### config.mk
export PLATFORM = sky130hd
export DESIGN_NAME = hwpe_stream_vec_alu
export DESIGN_NICKNAME = d
export VERILOG_FILES = /design/src/rtl/hwpe_stream_vec_alu.sv
export SDC_FILE = /design/constraint.sdc
export NUM_CORES = 2
export LEC_CHECK = 0
export ABC_AREA = 1
export CAP_MARGIN = 30
export CORE_ASPECT_RATIO = 0.8
export CORE_MARGIN = 4
export CORE_UTILIZATION = 60
export CTS_CLUSTER_DIAMETER = 200
export CTS_CLUSTER_SIZE = 30
export DETAILED_ROUTE_END_ITERATION = 6
export PLACE_DENSITY_LB_ADDON = 0.05
export SLEW_MARGIN = 20
export SYNTH_ARGS = -nofsm -noshare
export SYNTH_HDL_FRONTEND = slang
export SYNTH_SLANG_ARGS = --single-unit
### constraint.sdc
create_clock -name clk_i -period 13.68 [get_ports clk_i]
set_input_delay 2.736 -clock clk_i [delete_from_list [all_inputs] [get_ports clk_i]]
set_output_delay 2.736 -clock clk_i [all_outputs]
set_load 0.01 [all_outputs]
### src/rtl/hwpe_stream_vec_alu.sv
// N-operand vector ALU: joins NB_OPERANDS streams, applies a latched op through an elastic
// pipeline, and runs length-counted jobs. RED_ADD folds all elements into a single result.
module hwpe_stream_vec_alu #(
    parameter int unsigned DATA_WIDTH  = 32,
    parameter int unsigned NB_OPERANDS = 2,
    parameter int unsigned PIPE_DEPTH  = 2,
    parameter int unsigned CNT_WIDTH   = 16
) (
    input  logic                                clk_i,
    input  logic                                rst_i,
    input  logic                                clear_i,
    input  logic                                start_i,
    input  logic [2:0]                          op_i,
    input  logic [CNT_WIDTH-1:0]                len_i,
    output logic                                busy_o,
    output logic                                done_o,
    output logic [CNT_WIDTH-1:0]                cnt_o,
    input  logic [NB_OPERANDS-1:0]              in_valid_i,
    output logic [NB_OPERANDS-1:0]              in_ready_o,
    input  logic [NB_OPERANDS*DATA_WIDTH-1:0]   in_data_i,
    input  logic [NB_OPERANDS*DATA_WIDTH/8-1:0] in_strb_i,
    output logic                                out_valid_o,
    input  logic                                out_ready_i,
    output logic [DATA_WIDTH-1:0]               out_data_o,
    output logic [DATA_WIDTH/8-1:0]             out_strb_o
);

    localparam int unsigned STRB_WIDTH = DATA_WIDTH / 8;
    localparam int unsigned LAST       = PIPE_DEPTH - 1;

    localparam logic [1:0] StIdle  = 2'd0;
    localparam logic [1:0] StRun   = 2'd1;
    localparam logic [1:0] StDrain = 2'd2;
    localparam logic [1:0] StDone  = 2'd3;

    localparam logic [2:0] OpAdd    = 3'd0;
    localparam logic [2:0] OpSub    = 3'd1;
    localparam logic [2:0] OpMul    = 3'd2;
    localparam logic [2:0] OpMin    = 3'd3;
    localparam logic [2:0] OpMax    = 3'd4;
    localparam logic [2:0] OpAnd    = 3'd5;
    localparam logic [2:0] OpXor    = 3'd6;
    localparam logic [2:0] OpRedAdd = 3'd7;

    logic [1:0]            state_q, state_d;
    logic [2:0]            op_q, op_d;
    logic [CNT_WIDTH-1:0]  len_q, len_d;
    logic [CNT_WIDTH-1:0]  cnt_q, cnt_d;
    logic [DATA_WIDTH-1:0] acc_q, acc_d;
    logic                  red_valid_q, red_valid_d;

    logic [PIPE_DEPTH-1:0] pipe_valid_q;
    logic [DATA_WIDTH-1:0] pipe_data_q [PIPE_DEPTH];
    logic [STRB_WIDTH-1:0] pipe_strb_q [PIPE_DEPTH];
    logic [PIPE_DEPTH-1:0] can_acc;

    logic [DATA_WIDTH-1:0] opnd      [NB_OPERANDS];
    logic [STRB_WIDTH-1:0] opnd_strb [NB_OPERANDS];
    logic [DATA_WIDTH-1:0] alu_res;
    logic [STRB_WIDTH-1:0] alu_strb;

    logic red_mode;
    logic join_fire;
    logic last_only;

    assign red_mode = (op_q == OpRedAdd);

    always_comb begin
        for (int k = 0; k < int'(NB_OPERANDS); k++) begin
            opnd[k]      = in_data_i[k*DATA_WIDTH +: DATA_WIDTH];
            opnd_strb[k] = in_strb_i[k*STRB_WIDTH +: STRB_WIDTH];
        end
    end

    always_comb begin
        logic [DATA_WIDTH-1:0] sum_rest;
        logic [DATA_WIDTH-1:0] and_v;
        logic [DATA_WIDTH-1:0] xor_v;
        logic [DATA_WIDTH-1:0] min_v;
        logic [DATA_WIDTH-1:0] max_v;
        sum_rest = '0;
        and_v    = opnd[0];
        xor_v    = opnd[0];
        min_v    = opnd[0];
        max_v    = opnd[0];
        alu_strb = opnd_strb[0];
        for (int k = 1; k < int'(NB_OPERANDS); k++) begin
            sum_rest = sum_rest + opnd[k];
            and_v    = and_v & opnd[k];
            xor_v    = xor_v ^ opnd[k];
            alu_strb = alu_strb & opnd_strb[k];
            if ($signed(opnd[k]) < $signed(min_v)) min_v = opnd[k];
            if ($signed(opnd[k]) > $signed(max_v)) max_v = opnd[k];
        end
        alu_res = '0;
        unique case (op_q)
            OpAdd, OpRedAdd: alu_res = opnd[0] + sum_rest;
            OpSub:           alu_res = opnd[0] - sum_rest;
            OpMul:           alu_res = opnd[0] * opnd[1];
            OpMin:           alu_res = min_v;
            OpMax:           alu_res = max_v;
            OpAnd:           alu_res = and_v;
            OpXor:           alu_res = xor_v;
            default:         alu_res = '0;
        endcase
    end

    // In reduction mode the last stage always drains into the accumulator.
    always_comb begin
        logic down;
        down = red_mode ? 1'b1 : out_ready_i;
        for (int i = int'(LAST); i >= 0; i--) begin
            can_acc[i] = !pipe_valid_q[i] || down;
            down       = can_acc[i];
        end
    end

    assign join_fire  = (state_q == StRun) && (&in_valid_i) && can_acc[0];
    assign in_ready_o = {NB_OPERANDS{join_fire}};

    always_comb begin
        logic [PIPE_DEPTH-1:0] rest;
        rest       = pipe_valid_q;
        rest[LAST] = 1'b0;
        last_only  = pipe_valid_q[LAST] && (rest == '0);
    end

    always_ff @(posedge clk_i) begin
        if (rst_i || clear_i) begin
            pipe_valid_q <= '0;
        end else begin
            if (can_acc[0]) pipe_valid_q[0] <= join_fire;
            for (int i = 1; i < int'(PIPE_DEPTH); i++) begin
                if (can_acc[i]) pipe_valid_q[i] <= pipe_valid_q[i-1];
            end
        end
    end

    always_ff @(posedge clk_i) begin
        if (can_acc[0] && join_fire) begin
            pipe_data_q[0] <= alu_res;
            pipe_strb_q[0] <= alu_strb;
        end
        for (int i = 1; i < int'(PIPE_DEPTH); i++) begin
            if (can_acc[i] && pipe_valid_q[i-1]) begin
                pipe_data_q[i] <= pipe_data_q[i-1];
                pipe_strb_q[i] <= pipe_strb_q[i-1];
            end
        end
    end

    always_comb begin
        state_d     = state_q;
        op_d        = op_q;
        len_d       = len_q;
        cnt_d       = cnt_q;
        acc_d       = acc_q;
        red_valid_d = red_valid_q;

        // All elements are in flight once in DRAIN, so a lone exit is the final one.
        if (red_mode && pipe_valid_q[LAST]) begin
            acc_d = acc_q + pipe_data_q[LAST];
            if (state_q == StDrain && last_only) red_valid_d = 1'b1;
        end
        if (red_valid_q && out_ready_i) red_valid_d = 1'b0;
        if (join_fire && cnt_q != len_q) cnt_d = cnt_q + 1'b1;

        case (state_q)
            StIdle: begin
                if (start_i) begin
                    op_d    = op_i;
                    len_d   = len_i;
                    cnt_d   = '0;
                    acc_d   = '0;
                    state_d = (len_i == '0) ? StDone : StRun;
                end
            end
            StRun: begin
                if (join_fire && (cnt_q + 1'b1) == len_q) state_d = StDrain;
            end
            StDrain: begin
                if (pipe_valid_q == '0 && !red_valid_q) state_d = StDone;
            end
            StDone:  state_d = StIdle;
            default: state_d = StIdle;
        endcase
    end

    always_ff @(posedge clk_i) begin
        if (rst_i || clear_i) begin
            state_q     <= StIdle;
            op_q        <= '0;
            len_q       <= '0;
            cnt_q       <= '0;
            acc_q       <= '0;
            red_valid_q <= 1'b0;
        end else begin
            state_q     <= state_d;
            op_q        <= op_d;
            len_q       <= len_d;
            cnt_q       <= cnt_d;
            acc_q       <= acc_d;
            red_valid_q <= red_valid_d;
        end
    end

    assign busy_o      = (state_q != StIdle);
    assign done_o      = (state_q == StDone);
    assign cnt_o       = cnt_q;
    assign out_valid_o = red_mode ? red_valid_q : pipe_valid_q[LAST];
    assign out_data_o  = !out_valid_o ? '0 : (red_mode ? acc_q : pipe_data_q[LAST]);
    assign out_strb_o  = !out_valid_o ? '0 : (red_mode ? '1 : pipe_strb_q[LAST]);

endmodule

==> results.yml <==
route:
  wl_per_cell_um: 18.8
  drt.antenna.violating_nets: 0
  drtPass1Iterations: 6
  wirelength_um: 95700
  drc: 0
  vias_per_cell: 5.55
  routed-via-count: 28273
  initialDrtViolationCount: 3283
setup_path:
  worstReg2RegStart: "op_q[0]"
  critPathMaxStageDelay_ps: 870
  arrival_ps: 10540
  critical_path_class: "primary input to flop"
  critPathSlowestCell: "clkdlybuf4s50_1"
  critPathTopFamily: "adder cells"
  worstSetupStartpoint: "in_data_i[38]"
  cpMostUsedCell: "fa_1"
  crit_required_ps: 13860
  cp-start-kind: "primary input"
  critPathBufInv: 7
  crit_fanout: 21
  endpoint_kind: "flop"
sta:
  fin_skew_ps: 13.7
  final-max-slew-violation-count: 0
  slew_headroom_pct: 31.7
  min_period_ps: 10360
  fmaxAchievable_mhz: 96.6
  hold_ws_ps: 416
  worst_slew_pin_slew_ps: 1020
  setup_viol: 0
  finalSetupTns_ps: 0
  hold_viol: 0
  grt_setup_unrepaired: "false"
  fin_crit_sh_pct: 75.7
die:
  core_sq_mm: 0.0499
  rows: 73
  ios: 155
  fp.dieW_um: 260
  initial_core_util_pct: 61.0
  die_area_sq_mm: 0.0544
  die_h_um: 209
global_routing:
  first_global_vias: 26981
  grt_pass1_wl_um: 153000
  use_met2_pct: 53.2
  grt_max_degree: 59
  use_met1_pct: 53.6
  grt_usage_pct: 35.9
  top_usage_layer: "met1"
  use_met3_pct: 7.85
  antenna_found_initial: 3
  overflow: 0
min_path:
  hp-start: "pipe_data_q[0][16]"
  hp-class: "flop to flop"
synthesis:
  synth_edf_count: 72
  syn-instance-count: 4351
  syn-num-nets: 5115
  async_reset_ff_share_pct: 0
  syn_avg_cell_area_sq_um: 6.99
  seq_area_frac_synth_pct: 11.9
  yosysWarnings: 0
  netlist-cell-type-count: 55
  syn-cell-area_sq_mm: 0.0304
  ys_ff_latch: 144
  ys.flop_type: "edfxtp_1"
finish:
  areaGrowthSynthToFinish_pct: 8.97
  nNetsFinal: 5168
  drive_gt1_share_pct: 3.24
cts:
  postCtsSetupRepairBufs: 0
  clk-insertion-delay-late_ps: 440
  clockBufferDepth: 2
  cts_tree: "done"
  cts_sinks: 144
  clk_pin_slew_ps: 70
  cts_root_buffer: "clkbuf_16"
  htreeDepth: 4
  cts_resized: 0
  cts_buffers: 17
  hold_buffers: 0
place:
  gp_congestion: 0.974
  placement.io_buffers: 154
  hpwl_um: 72600
run:
  max-cap-violations: 0
outcome:
  run_status: "complete, no violations"
synthesized netlist by cell type (all sizes together), types with 24 or more instances:
| master | n | area share (%) |
|---|---|---|
| a21oi | 232 | 3.8 |
| buf | 48 | 0.76 |
| clkbuf | 131 | 1.6 |
| dfxtp | 72 | 4.7 |
| edfxtp | 72 | 7.1 |
| fa | 410 | 27 |
| ha | 256 | 11 |
| inv | 1051 | 13 |
| nand2 | 1152 | 14 |
| nand3 | 183 | 3.0 |
| nand4 | 39 | 0.80 |
| nor2 | 228 | 2.8 |
| nor3 | 37 | 0.64 |
| o211ai | 44 | 1.3 |
| o21ai | 178 | 2.9 |
| or2 | 24 | 0.49 |
| xor2 | 71 | 2.0 |
logic make-up (layout without fill, tap and decap cells):
kind of cell / after synthesis / after routing / synth area share [%]
simple gates: 1699 / 1699 / 22.9
buf+inv: 1231 / 1297 / 15.4
fa+ha+maj: 666 / 666 / 37.5
compound gates: 517 / 517 / 9.61
flops: 144 / 144 / 11.9
xor+xnor: 94 / 94 / 2.75
other cells: 0 / 2 / 0
metal layers:
layer  wire (um)  part of all wire [%]  vias to the layer above
met2       40200                    42                     1438
li1            -                     -                    13254
met5           0                     0                        -
met1       41500                    43                    13391
met4        2770                   2.9                        0
met3       11200                    12                      190
cells in the final DEF (no fill, tap or decap), drive strengths merged, types with 72 or more instances in the layout:
master / netlist / final
nand2: 1152 / 1152
inv: 1051 / 1058
dfxtp: 72 / 72
a21oi: 232 / 232
fa: 410 / 410
clkdlybuf4s50: 0 / 154
nor2: 228 / 228
nand3: 183 / 183
edfxtp: 72 / 72
ha: 256 / 256
o21ai: 178 / 178
registers in the layout, summed over array words and instances, names as in the netlist:
signal and cells:
pipe_strb_q 8, pipe_data_q 64, len_q 16, op_q 3, red_valid_q 1, state_q 2
pipe_valid_q 2, cnt_o 16, acc_q 32
worst paths after layout:
check,end,slack (ps),cells after the start
setup / recovery,pipe_data_q[0][24],3320,30
hold / removal,pipe_data_q[0][48],420,0
setup reg to reg,pipe_data_q[0][27],9220,18
hold reg to reg,pipe_data_q[0][48],420,0
through the flow:
stage | setup slack (ps) | area [sq um] | util, % | instances
floorplan | 4500 | 30400 | - | 4351
global placement | 3030 | 32500 | 65.2 | 5058
detailed placement | 2940 | 32600 | 65.3 | 5060
CTS | 3400 | 33100 | 66.4 | 5092
global route | 2970 | 33100 | 66.4 | 5092
finish | 3320 | 33100 | 66.4 | 5094
layout make-up:
cell class,instances,area (sq um)
flip-flops and latches,144,3600
clock inverters,13,121
repair buffers,213,2000
well taps,675,845
fillers,4558,16700
clock buffers,19,458
inverters,1052,3950
multi-input cells,2976,22200
diodes,2,5.00
Power is left out: the tool's default activity adds up to more than one toggle a clock period on the data nets, which glitch-free logic cannot reach.
